`config.mk`:
```
export PLATFORM = sky130hd
export DESIGN_NAME = pipe_ctrl_hz
export DESIGN_NICKNAME = d
export VERILOG_FILES = /design/src/rtl/pipe_ctrl_pkg.sv /design/src/rtl/pipe_cond_eval.sv /design/src/rtl/pipe_ctrl_hz.sv
export SDC_FILE = /design/constraint.sdc
export NUM_CORES = 1
export LEC_CHECK = 0
export ABC_CLOCK_PERIOD_IN_PS = 4500
export BUFFER_PORTS_ARGS = -buffer_cell sky130_fd_sc_hd__buf_2
export CAP_MARGIN = 5
export CORE_AREA = 2 2 54 56
export DETAILED_ROUTE_END_ITERATION = 10
export DIE_AREA = 0 0 56 58
export HOLD_SLACK_MARGIN = 0.12
export PLACE_DENSITY = 0.81
export SLEW_MARGIN = 25
export SYNTH_ARGS = -nofsm -noshare
export SYNTH_HDL_FRONTEND = slang
export SYNTH_SLANG_ARGS = --single-unit
```
`constraint.sdc`:
```
create_clock -name clk -period 4.5 [get_ports clk]
set_input_delay 0.9 -clock clk [delete_from_list [all_inputs] [get_ports clk]]
set_output_delay 0.9 -clock clk [all_outputs]
set_load 0.05 [all_outputs]
```
`src/rtl/pipe_ctrl_pkg.sv`:
```
// rtl/pipe_ctrl_pkg.sv - shared constants and control bundle for the pipeline control path
package pipe_ctrl_pkg;

  localparam logic [3:0] COND_EQ = 4'b0000;
  localparam logic [3:0] COND_NE = 4'b0001;
  localparam logic [3:0] COND_CS = 4'b0010;
  localparam logic [3:0] COND_CC = 4'b0011;
  localparam logic [3:0] COND_MI = 4'b0100;
  localparam logic [3:0] COND_PL = 4'b0101;
  localparam logic [3:0] COND_VS = 4'b0110;
  localparam logic [3:0] COND_VC = 4'b0111;
  localparam logic [3:0] COND_HI = 4'b1000;
  localparam logic [3:0] COND_LS = 4'b1001;
  localparam logic [3:0] COND_GE = 4'b1010;
  localparam logic [3:0] COND_LT = 4'b1011;
  localparam logic [3:0] COND_GT = 4'b1100;
  localparam logic [3:0] COND_LE = 4'b1101;
  localparam logic [3:0] COND_AL = 4'b1110;

  localparam logic [2:0] ALU_ADD = 3'd0;
  localparam logic [2:0] ALU_SUB = 3'd1;
  localparam logic [2:0] ALU_AND = 3'd2;
  localparam logic [2:0] ALU_ORR = 3'd3;
  localparam logic [2:0] ALU_EOR = 3'd4;
  localparam logic [2:0] ALU_MOV = 3'd5;

  localparam logic [1:0] IMM_8  = 2'b00;
  localparam logic [1:0] IMM_12 = 2'b01;
  localparam logic [1:0] IMM_24 = 2'b10;

  localparam logic [1:0] REGSRC_DP  = 2'b00;
  localparam logic [1:0] REGSRC_BR  = 2'b01;
  localparam logic [1:0] REGSRC_STR = 2'b10;

  // alu_control is sized for the widest ALU; the top slices it to ALUCTRL_W
  typedef struct packed {
    logic       reg_write;
    logic       memto_reg;
    logic       mem_write;
    logic       branch;
    logic       pc_src;
    logic       alu_src;
    logic [1:0] flag_write;
    logic [2:0] alu_control;
    logic [3:0] cond;
  } ctrl_t;

endpackage

```
`src/rtl/pipe_cond_eval.sv`:
```
// rtl/pipe_cond_eval.sv - combinational evaluation of the 16 ARM condition codes against NZCV
module pipe_cond_eval
  import pipe_ctrl_pkg::*;
(
  input  logic [3:0] cond,
  input  logic [3:0] flags,
  output logic       cond_ex
);

  logic n, z, c, v;
  assign {n, z, c, v} = flags;

  always_comb begin
    cond_ex = 1'b0;
    case (cond)
      COND_EQ: cond_ex = z;
      COND_NE: cond_ex = ~z;
      COND_CS: cond_ex = c;
      COND_CC: cond_ex = ~c;
      COND_MI: cond_ex = n;
      COND_PL: cond_ex = ~n;
      COND_VS: cond_ex = v;
      COND_VC: cond_ex = ~v;
      COND_HI: cond_ex = c & ~z;
      COND_LS: cond_ex = ~c | z;
      COND_GE: cond_ex = (n == v);
      COND_LT: cond_ex = (n != v);
      COND_GT: cond_ex = ~z & (n == v);
      COND_LE: cond_ex = z | (n != v);
      COND_AL: cond_ex = 1'b1;
      default: cond_ex = 1'b0;
    endcase
  end

endmodule

```
`src/rtl/pipe_ctrl_hz.sv`:
```
// rtl/pipe_ctrl_hz.sv - D/E/M/W control path with condition flags and hazard-unit hooks
// Optional BRANCH_EARLY_EN: taken branches redirect in E via BranchTakenE instead of PCSrcW.
module pipe_ctrl_hz
  import pipe_ctrl_pkg::*;
#(
  parameter int ALUCTRL_W = 2,
  parameter int FLAG_W    = 4
) (
  input  logic                 clk,
  input  logic                 reset,
  input  logic [3:0]           Cond,
  input  logic [15:0]          Instr,
  input  logic [FLAG_W-1:0]    ALUFlags,
  input  logic                 StallE,
  input  logic                 FlushE,
  output logic [1:0]           RegSrcD,
  output logic [1:0]           ImmSrcD,
  output logic                 ALUSrcE,
  output logic [ALUCTRL_W-1:0] ALUControlE,
  output logic                 MemtoRegE,
  output logic                 RegWriteM,
  output logic                 MemWriteM,
  output logic                 RegWriteW,
  output logic                 MemtoRegW,
  output logic                 PCSrcW,
  output logic                 PCWrPendingF
`ifdef BRANCH_EARLY_EN
  ,
  output logic                 BranchTakenE
`endif
);

  ctrl_t             ctrl_d, de_q;
  logic [1:0]        op;
  logic [3:0]        cmd;
  logic              arith, decoded, s_bit;
  logic              cond_ex_e;
  logic [FLAG_W-1:0] flags_q;
  logic              pc_src_m, memto_reg_m;
  logic              unused_bits;

  // Instr carries bits [27:12]: op [15:14], I [13], cmd [12:9], S/L [8], Rd [3:0]
  assign op  = Instr[15:14];
  assign cmd = Instr[12:9];

  always_comb begin
    ctrl_d  = '0;
    RegSrcD = REGSRC_DP;
    ImmSrcD = IMM_8;
    arith   = 1'b0;
    decoded = 1'b0;
    s_bit   = Instr[8];
    case (op)
      2'b00: begin
        ctrl_d.alu_src   = Instr[13];
        ctrl_d.reg_write = 1'b1;
        decoded          = 1'b1;
        case (cmd)
          4'b0100: begin ctrl_d.alu_control = ALU_ADD; arith = 1'b1; end
          4'b0010: begin ctrl_d.alu_control = ALU_SUB; arith = 1'b1; end
          4'b0000: ctrl_d.alu_control = ALU_AND;
          4'b1100: ctrl_d.alu_control = ALU_ORR;
          default: begin
            decoded = 1'b0;
            if (ALUCTRL_W >= 3) begin
              decoded = 1'b1;
              case (cmd)
                4'b0001: ctrl_d.alu_control = ALU_EOR;
                4'b1101: ctrl_d.alu_control = ALU_MOV;
                4'b1010: begin
                  ctrl_d.alu_control = ALU_SUB;
                  ctrl_d.reg_write   = 1'b0;
                  arith              = 1'b1;
                  s_bit              = 1'b1;
                end
                default: decoded = 1'b0;
              endcase
            end
          end
        endcase
        if (decoded) ctrl_d.flag_write = s_bit ? (arith ? 2'b11 : 2'b10) : 2'b00;
        else         ctrl_d.reg_write  = 1'b0;
      end
      2'b01: begin
        ctrl_d.alu_src     = 1'b1;
        ImmSrcD            = IMM_12;
        ctrl_d.alu_control = Instr[11] ? ALU_ADD : ALU_SUB;
        if (Instr[8]) begin
          ctrl_d.reg_write = 1'b1;
          ctrl_d.memto_reg = 1'b1;
        end else begin
          ctrl_d.mem_write = 1'b1;
          RegSrcD          = REGSRC_STR;
        end
      end
      2'b10: begin
        ctrl_d.branch      = 1'b1;
        ctrl_d.alu_src     = 1'b1;
        ctrl_d.alu_control = ALU_ADD;
        ImmSrcD            = IMM_24;
        RegSrcD            = REGSRC_BR;
      end
      default: ;
    endcase
    ctrl_d.cond = Cond;
`ifdef BRANCH_EARLY_EN
    ctrl_d.pc_src = (Instr[3:0] == 4'hF) & ctrl_d.reg_write;
`else
    ctrl_d.pc_src = ((Instr[3:0] == 4'hF) & ctrl_d.reg_write) | ctrl_d.branch;
`endif
  end

  always_ff @(posedge clk) begin
    if (reset || FlushE) de_q <= '0;
    else if (!StallE)    de_q <= ctrl_d;
  end

  pipe_cond_eval u_cond_eval (
    .cond    (de_q.cond),
    .flags   (flags_q[3:0]),
    .cond_ex (cond_ex_e)
  );

  // A stalled E instruction has not completed, so it must not commit flags yet
  always_ff @(posedge clk) begin
    if (reset) begin
      flags_q <= '0;
    end else if (cond_ex_e && !StallE) begin
      if (de_q.flag_write[1]) flags_q[3:2] <= ALUFlags[3:2];
      if (de_q.flag_write[0]) flags_q[1:0] <= ALUFlags[1:0];
    end
  end

  always_ff @(posedge clk) begin
    if (reset || StallE) begin
      RegWriteM   <= 1'b0;
      MemWriteM   <= 1'b0;
      memto_reg_m <= 1'b0;
      pc_src_m    <= 1'b0;
    end else begin
      RegWriteM   <= de_q.reg_write & cond_ex_e;
      MemWriteM   <= de_q.mem_write & cond_ex_e;
      memto_reg_m <= de_q.memto_reg;
      pc_src_m    <= de_q.pc_src & cond_ex_e;
    end
  end

  always_ff @(posedge clk) begin
    if (reset) begin
      RegWriteW <= 1'b0;
      MemtoRegW <= 1'b0;
      PCSrcW    <= 1'b0;
    end else begin
      RegWriteW <= RegWriteM;
      MemtoRegW <= memto_reg_m;
      PCSrcW    <= pc_src_m;
    end
  end

  assign ALUSrcE      = de_q.alu_src;
  assign ALUControlE  = de_q.alu_control[ALUCTRL_W-1:0];
  assign MemtoRegE    = de_q.memto_reg;
  assign PCWrPendingF = ctrl_d.pc_src | (de_q.pc_src & cond_ex_e) | pc_src_m;
`ifdef BRANCH_EARLY_EN
  assign BranchTakenE = de_q.branch & cond_ex_e;
`endif

  assign unused_bits = ^{Instr[7:4], de_q.alu_control, de_q.branch};

endmodule

```
==> metrics, run 1 <==
Synth Register Bits 24; row cnt 19; Hold Path End MemtoRegW; routed len/inst 12.91 um; Hold-fix buffers, CTS 0; CTS tree done; Post-route DRC 0; critical path type flop to output pin; worst vdd ir 0.1987 mV; TritonRoute pass-1 iters 4; H-tree depth 1; Primary FF master, synth dfxtp_1; Critical Path Start Type flop; Syn Area/Cell 9.422 sq um; post-DR vias/cell 5.534; nets 208; Die W 56 um; first-pass GRT wire length 4533 um; Reg clk slew, reported paths 0.13 ns; mapped cell area 1385 sq um; Die H 58 um; largest net degree at the start of global routing 18; Synth Instances 147; Starting Density 52.02%; register area share after synthesis 34.69%; final period utilization 74.57%; Clk pwr share 36.0%; Cell Pwr Density 273.6 nW/um^2; crit path max fanout 13; reg2reg path depth 5; GRT Residual Overflow 0; vias in the first global route 1,078; reg-to-reg slack, setup 2.44 ns; outcome complete, no violations; share of layout cells above drive strength 1 30.86%; warning count from the yosys run 0; hold path depth 1; Tot Pwr 0.0004316 W; Clock Tree Buf Depth 2; combinational share of power 13.2%; critical path arrival 2.46 ns; switching power 0.0001041 W; Final ANT Viol Nets 0; Net Sw Frac 24.11%; via count 1,140; most common cell after layout, fill and taps aside buf_2; Hold WC Path Type flop to flop; RR Endpoint flags_q[2]; Root Buffer Master clkbuf_4; Fin Clk Skew 0.005636 ns; TNS Setup 0 ns; count of different cell masters after synthesis 49; die area 3248 sq um; core area 2663 sq um; RSZ-0062 raised after global routing no; leakage power total 0.6836 nW; sequential share of power 50.8%; crit path capture type output pin; detailed placer's ending HPWL 2108 um; area delta synth->final 13.91%; Setup Buffers After CTS 0; ys async rst share 0%; Clock Sinks 24; maxcap violations 0; minimum clock period 3.355 ns; Post-CTS Resized 0; Synth Net Count 179; GRT Util Overall 17.55%; Hold Path Origin memto_reg_m; worst reg2reg startpoint de_q[3]; Num CTS Buffers 3; Slew @ Worst Pin 0.4405 ns; most frequent cells in the layout buf_2, dfxtp_1, nor2_1, mux2i_1, nand2b_1; Int Power 0.0003276 W; Final GP Congestion 0.7575; final WL 2660 um; Clk Latency, worst-skew pair 0.32 ns; PortBufs 37; ANT cells 0; worst relative slew slack 70.59%; Critical Path RT 3.60 ns; Final Hold Fails 0; Slew Viols, Final 0; EDFF count, synth 0; # IOs 42; FMAX 0.2980 GHz; DRT iter0 DRCs 17; initial antenna violation count 0; endpoints failing setup 0
[power by group through the flow]
| stage | logic [W] | registers (W) | clock network, W |
|---|---|---|---|
| CTS | 0.0000572 | 0.000219 | 0.000161 |
| global route | 0.0000628 | 0.000220 | 0.000169 |
| detailed placement | 0.0000571 | 0.000224 | 0 |
| global placement | 0.0000550 | 0.000224 | 0 |
| finish | 0.0000569 | 0.000219 | 0.000155 |
| floorplan | 0.0000424 | 0.000223 | 0 |
[logic make-up (layout without fill, tap and decap cells)]
logic type | after synthesis | count (layout) | share of synthesized area (%)
and+or+nand+nor | 60 | 60 | 26.29
xor gates and xnor gates | 3 | 3 | 1.897
DFF | 24 | 24 | 34.69
adders and majority gates | 4 | 4 | 3.614
buffers and inverters | 18 | 46 | 7.406
AOI/OAI and AO/OA | 26 | 26 | 17.07
muxes | 12 | 12 | 9.033
[Yosys cell counts (all sizes together) (2+ instances only)]
| cell | n | share of area, % |
|---|---|---|
| dfxtp | 24 | 35 |
| nor2 | 13 | 3.5 |
| mux2i | 11 | 7.9 |
| nand2b | 10 | 4.5 |
| a21oi | 9 | 3.3 |
| buf | 9 | 5.0 |
| nor2b | 6 | 2.7 |
| nor3b | 5 | 2.7 |
| clkbuf | 4 | 1.1 |
| ha | 4 | 3.6 |
| inv | 4 | 1.1 |
| nand2 | 4 | 1.1 |
| nor3 | 3 | 1.1 |
| o21ai | 3 | 1.1 |
| o311ai | 3 | 3.5 |
| a211oi | 2 | 1.1 |
| a32oi | 2 | 1.8 |
| and2b | 2 | 1.1 |
| and3 | 2 | 0.90 |
| nand3 | 2 | 0.72 |
| nand4 | 2 | 1.4 |
| or4b | 2 | 1.7 |
| xor2 | 2 | 1.3 |
[sequential cells by signal, summed over array words and instances, names as in the netlist]
signal	cells
ALUControlE	2
ALUSrcE	1
MemWriteM	1
MemtoRegE	1
MemtoRegW	1
PCSrcW	1
RegWriteM	1
RegWriteW	1
de_q	9
flags_q	4
memto_reg_m	1
pc_src_m	1
[metrics by stage]
stage          util, %  std cells  cell area (sq um)  hold WS (ns)  worst slack [ns]
2_1_floorplan        -        147               1385        0.4138             1.413
3_3_place_gp     57.28        202               1525        0.4193             1.295
3_5_place_dp     57.28        202               1525        0.4310             1.248
4_1_cts          59.26        206               1578        0.4607             1.110
5_1_grt          59.26        206               1578        0.4743             1.007
6_report         59.26        206               1578        0.4575             1.145
[layer usage]
metal,track usage [%],wire (um)
met5,0,0
met4,8.163,49
met3,2.679,105
met2,31.93,1371
met1,20.28,1133
[area by class of cell]
type                    count  area (sq um)
fillers                   244          1085
multi-input cells         105         802.0
flip-flops and latches     24         480.5
repair buffers             37         185.2
well taps                  31         38.79
clock inverters             1         30.03
clock buffers               3         22.52
inverters                   5         18.77
[worst max-delay path by stage]
stage,startpoint,to,slack (ns),cells after the start
CTS,de_q[3],PCWrPendingF,1.11,6
global route,de_q[3],PCWrPendingF,1.01,6
global placement,Instr[14],PCWrPendingF,1.30,9
finish,de_q[3],PCWrPendingF,1.14,6
floorplan,Instr[15],PCWrPendingF,1.41,5
detailed placement,Instr[14],PCWrPendingF,1.25,9
[worst max-delay path, stage by stage, from the launching register on]
cell,delay [ns]
dfxtp_1,0.57
or2b_1,0.29
or4b_2,0.63
nand4_2,0.14
o31a_1,0.16
or3_1,0.10
buf_2,0.25
No activity file was read; power rests on OpenSTA's default activity.
==> inputs of run 2 (changes only) <==
ABC_CLOCK_PERIOD_IN_PS = 3300   (was 4500)
CORE_AREA = 2 2 56 58   (was 2 2 54 56)
DIE_AREA = 0 0 58 60   (was 0 0 56 58)
PLACE_DENSITY = 0.76   (was 0.81)
clock period = 3.3 ns   (was 4.5 ns; I/O delays follow)
==> run 2 against run 1 <==
Effect of this change:
- utilization shrank 4.8 points
- largest cell class unchanged
- sequential cell count is the same
- die area grew 7.1%
- hold slack is essentially flat
- register-to-register slack lost 1.2 ns
- cell count grew 0.97%
- critical path depth is the same
- highest routed layer unchanged
- via count grew 0.35%
- count of clock-buffer cells in the layout is the same
- sequential share of layout area is essentially flat
- clock skew grew 0.0037 ns
- routed wire length grew 3.2%
==> metrics, run 2 (synthesized netlist as in run 1, its figures left out) <==
outcome complete, no violations (unchanged); largest net degree at the start of global routing 18 (unchanged); first-pass GRT wire length 4698 um (was 4533 um); final WL 2744 um (was 2660 um); PortBufs 37 (unchanged); Largest Register de_q (unchanged); via count 1,144 (was 1,140); minimum clock period 3.131 ns; endpoints failing setup 0 (unchanged); Post-route DRC 0 (unchanged); die area 3480 sq um (was 3248 sq um); Num CTS Buffers 3 (unchanged); share of layout cells above drive strength 1 30.86% (unchanged); final period utilization 94.89%; met1 GRT Util 20.61% (was 20.28%); met3 GRT Util 2.814% (was 2.679%); crit path capture type output pin (unchanged); Cell Pwr Density 377.1 nW/um^2 (was 273.6 nW/um^2); M2 GR Usage 31.01% (was 31.93%); DRT iter0 DRCs 9 (was 17); TNS Setup 0 ns (unchanged); TritonRoute pass-1 iters 4 (unchanged); max reg flops 9 (unchanged); Critical Path RT 2.64 ns (was 3.60 ns); Post-CTS Resized 0 (unchanged); Final GP Congestion 0.8754 (was 0.7575); Fin Clk Skew 0.009375 ns (was 0.005636 ns); Slew Viols, Final 0 (unchanged); leakage power total 0.6836 nW (unchanged); Hold-fix buffers, CTS 0 (unchanged); critical path arrival 2.47 ns (was 2.46 ns); H-tree depth 1 (unchanged); maxcap violations 0 (unchanged); vias in the first global route 1,074 (was 1,078); Die H 60 um (was 58 um); Clock Sinks 24 (unchanged); GRT Util Overall 17.60% (was 17.55%); final-layout fill cell count 286 (was 244); Setup Buffers After CTS 0 (unchanged); worst relative slew slack 68.89% (was 70.59%); Critical Path Start Type flop (unchanged); Hold WS 0.4570 ns (was 0.4575 ns); Die W 58 um (was 56 um); most frequent cells in the layout buf_2, dfxtp_1, nor2_1, mux2i_1, nand2b_1 (unchanged); RSZ-0062 raised after global routing no (unchanged); fin util 54.44% (was 59.26%); most common cell after layout, fill and taps aside buf_2 (unchanged); Reg clk slew, reported paths 0.14 ns (was 0.13 ns); critical path type flop to output pin (unchanged); detailed placer's ending HPWL 2071 um (was 2108 um); FMAX 0.3193 GHz; CTS tree done (unchanged); # IOs 42 (unchanged); routed len/inst 13.19 um (was 12.91 um); core area 2903 sq um (was 2663 sq um); Hold WC Path Type flop to flop (unchanged); gr busiest metal met2 (unchanged); Final Hold Fails 0 (unchanged); post-DR vias/cell 5.500 (was 5.534); initial antenna violation count 0 (unchanged); Slew @ Worst Pin 0.4659 ns (was 0.4405 ns); area delta synth->final 14.09% (was 13.91%); Clk Latency, worst-skew pair 0.33 ns (was 0.32 ns); ANT cells 0 (unchanged); crit path max fanout 13 (unchanged); Clock Tree Buf Depth 2 (unchanged); row cnt 20 (was 19); Root Buffer Master clkbuf_4 (unchanged); Final ANT Viol Nets 0 (unchanged); Starting Density 47.72% (was 52.02%); GRT Residual Overflow 0 (unchanged); nets 208 (unchanged); worst vdd ir 0.2211 mV (was 0.1987 mV)
[run 2: cell counts in the layout (fill, tap and decap cells not counted)]
No cell type changed its count.
[run 2: power breakdown]
part	leakage [nW]	internal (W)	switching, W
Combinational	0.462	0.0000304	0.0000473
Sequential	0.194	0.000294	0.00000603
Clock	0.0279	0.000123	0.0000956
[run 2: final cells by class]
type	count	area, sq um	area share, %
clock buffer	3	22.52	1.425
clock inverter	1	30.03	1.900
inverter	5	18.77	1.188
multi-input combinational	105	802.0	50.75
sequential	24	480.5	30.40
tap	33	41.29	2.613
timing repair buffer	37	185.2	11.72
[run 2: routing by layer]
metal  vias up  wire [um]
li1        570          -
met1       530       1190
met2        39       1370
met3         5        122
met4         0         60
met5         -          0
[run 2: stage by stage]
step	cell area (sq um)	power, W	worst slack (ns)	instances
3_5_place_dp	1528	0.0003837	0.4785	204
3_3_place_gp	1528	0.0003808	0.5677	204
6_report	1580	0.0005958	0.1685	208
4_1_cts	1580	0.0005980	0.1592	208
5_1_grt	1580	0.0006215	0.03640	208
2_1_floorplan	1385	0.0003616	0.6925	147
[run 2: path summary, 6_finish.rpt]
path | to | slack [ns] | from | depth (start not counted)
worst max-delay path | PCWrPendingF | 0.17 | de_q[3] | 6
worst min-delay path | MemtoRegW | 0.46 | memto_reg_m | 1
worst max register to register | flags_q[3] | 1.22 | de_q[3] | 5
worst min register to register | MemtoRegW | 0.46 | memto_reg_m | 1
[run 2: worst max-delay path: stages, from the launching register on]
cell	delay, ns
dfxtp_1	0.57
or2b_1	0.30
or4b_2	0.63
nand4_2	0.15
o31a_1	0.16
or3_1	0.09
buf_2	0.25
==> inputs of run 3 (changes only) <==
CORE_AREA = 2 2 51 64   (was 2 2 56 58)
DIE_AREA = 0 0 53 66   (was 0 0 58 60)
PLACE_DENSITY = 0.75   (was 0.76)
==> run 3 against run 2 <==
Effect of this change:
- hold slack worse by 0.0059 ns
- sequential power hardly changed
- count of clock-buffer cells in the layout is the same
- sequential cell count did not move
- clock power decreased by 4%
- worst setup slack worse by 0.0071 ns
- utilization up 0.37 points
- critical path depth stayed put
- maximum frequency decreased by 0.23%
- highest routed layer unchanged
==> metrics, run 3 (synthesized netlist as in run 1, its figures left out) <==
area delta synth->final 14.36% (was 14.09%); placed instance count 207 (was 204); worst relative slew slack 68.80% (was 68.89%); sequential share of power 51.0% (was 50.3%); Final Hold Fails 0 (unchanged); Critical Path Start Type flop (unchanged); hold path depth 1 (unchanged); M2 GR Usage 31.56% (was 31.01%); endpoints failing setup 0 (unchanged); switching power 0.0001410 W (was 0.0001489 W); Post-CTS Resized 0 (unchanged); critical path arrival 2.48 ns (was 2.47 ns); Starting Density 47.92% (was 47.72%); Critical Path RT 2.64 ns (about the same); Hold Path End MemtoRegW (unchanged); Die W 53 um (was 58 um); Setup Buffers After CTS 0 (unchanged); routed len/inst 12.61 um (was 13.19 um); met1 GRT Util 18.05% (was 20.61%); combinational share of power 13.2% (was 13.0%); reg-to-reg slack, setup 1.23 ns (was 1.22 ns); DRT iter0 DRCs 17 (was 9); Slew @ Worst Pin 0.4673 ns (was 0.4659 ns); ANT cells 0 (unchanged); FMAX 0.3186 GHz (was 0.3193 GHz); Final ANT Viol Nets 0 (unchanged); CTS tree done (unchanged); final period utilization 95.11% (was 94.89%); first-pass GRT wire length 4478 um (was 4698 um); Root Buffer Master clkbuf_4 (unchanged); Reg clk slew, reported paths 0.14 ns (about the same); Hold WC Path Type flop to flop (unchanged); PortBufs 37 (unchanged); Post-route DRC 0 (unchanged); post-DR vias/cell 5.318 (was 5.500); gr busiest metal met2 (unchanged); Clk pwr share 35.9% (was 36.7%); Net Sw Frac 24.01% (was 24.98%); H-tree depth 1 (unchanged); initial antenna violation count 0 (unchanged); GRT Util Overall 16.64% (was 17.60%); Cell Pwr Density 370.9 nW/um^2 (was 377.1 nW/um^2); die area 3498 sq um (was 3480 sq um); Int Power 0.0004465 W (was 0.0004470 W); via count 1,122 (was 1,144); final WL 2661 um (was 2744 um); vias in the first global route 1,091 (was 1,074); Hold Path Origin memto_reg_m (unchanged); worst vdd ir 0.1887 mV (was 0.2211 mV); TNS Setup 0 ns (unchanged); largest net degree at the start of global routing 18 (unchanged); share of layout cells above drive strength 1 30.86% (unchanged); leakage power total 0.6836 nW (unchanged); met3 GRT Util 3.846% (was 2.814%); outcome complete, no violations (unchanged); crit path capture type output pin (unchanged); max reg flops 9 (unchanged); minimum clock period 3.139 ns (was 3.131 ns); Hold-fix buffers, CTS 0 (unchanged); Slew Viols, Final 0 (unchanged); RR Endpoint flags_q[1] (was flags_q[3]); Largest Register de_q (unchanged); Clock Sinks 24 (unchanged); worst reg2reg startpoint de_q[3] (unchanged); Fin Clk Skew 0.007451 ns (was 0.009375 ns); most frequent cells in the layout buf_2, dfxtp_1, nor2_1, mux2i_1, nand2b_1 (unchanged); GRT Residual Overflow 0 (unchanged); row cnt 22 (was 20); Die H 66 um (was 60 um); detailed placer's ending HPWL 2037 um (was 2071 um); Final GP Congestion 0.8476 (was 0.8754); # IOs 42 (unchanged); critical path type flop to output pin (unchanged); reg2reg path depth 5 (unchanged); nets 208 (unchanged); core area 2890 sq um (was 2903 sq um); RSZ-0062 raised after global routing no (unchanged); Clock Tree Buf Depth 2 (unchanged); Clk Latency, worst-skew pair 0.31 ns (was 0.33 ns); maxcap violations 0 (unchanged); most common cell after layout, fill and taps aside buf_2 (unchanged); crit path max fanout 13 (unchanged); TritonRoute pass-1 iters 4 (unchanged); post-route insts no fill 211 (was 208); Num CTS Buffers 3 (unchanged); final-layout fill cell count 276 (was 286)
[run 3: cell counts in the layout (fill, tap and decap cells not counted)]
Identical to the previous run, type by type.
[run 3: layout make-up]
type / instances / area (sq um) / share of cell area [%]
Clock buffer: 3 / 22.52 / 1.422
Clock inverter: 1 / 30.03 / 1.896
Inverter: 5 / 18.77 / 1.185
Multi-Input combinational cell: 105 / 802.0 / 50.63
Sequential cell: 24 / 480.5 / 30.33
Tap cell: 36 / 45.04 / 2.844
Timing Repair Buffer: 37 / 185.2 / 11.69
[run 3: worst max-delay path: stages (launching register included)]
cell and delay [ns]:
dfxtp_1 0.58, or2b_1 0.29, or4b_2 0.63, nand4_2 0.15
o31a_1 0.14, or3_1 0.11, buf_2 0.26
[run 3: metrics by stage]
step | hold WS, ns | power, W | setup WS (ns) | util, % | area [sq um]
floorplan | 0.4138 | 0.0003616 | 0.6925 | - | 1385
global placement | 0.4182 | 0.0003809 | 0.5366 | 52.99 | 1531
detailed placement | 0.4252 | 0.0003838 | 0.5058 | 52.99 | 1531
CTS | 0.4554 | 0.0005913 | 0.1571 | 54.81 | 1584
global route | 0.4664 | 0.0006096 | 0.03642 | 54.81 | 1584
finish | 0.4511 | 0.0005875 | 0.1614 | 54.81 | 1584
[run 3: per-layer routing]
layer  up-vias  wire (um)
met2        24       1373
met1       523       1164
met5         -          0
met4         0         17
met3         2        104
li1        573          -
[run 3: how the worst max path moves through the flow]
stage                     startpoint      endpoint  slack [ns]  depth (start not counted)
after floorplan            Instr[15]  PCWrPendingF        0.69                          5
after global placement     Instr[14]  PCWrPendingF        0.54                          9
after detailed placement   Instr[14]  PCWrPendingF        0.51                          9
after CTS                    de_q[3]  PCWrPendingF        0.16                          6
after global routing         de_q[3]  PCWrPendingF        0.04                          6
final                        de_q[3]  PCWrPendingF        0.16                          6
[run 3: power by group through the flow]
stage	sequential, W	combinational, W	clock, W
after floorplan	0.000304	0.0000578	0
after global placement	0.000305	0.0000757	0
after detailed placement	0.000306	0.0000781	0
after CTS	0.000299	0.0000783	0.000214
after global routing	0.000301	0.0000849	0.000224
final	0.000299	0.0000773	0.000211
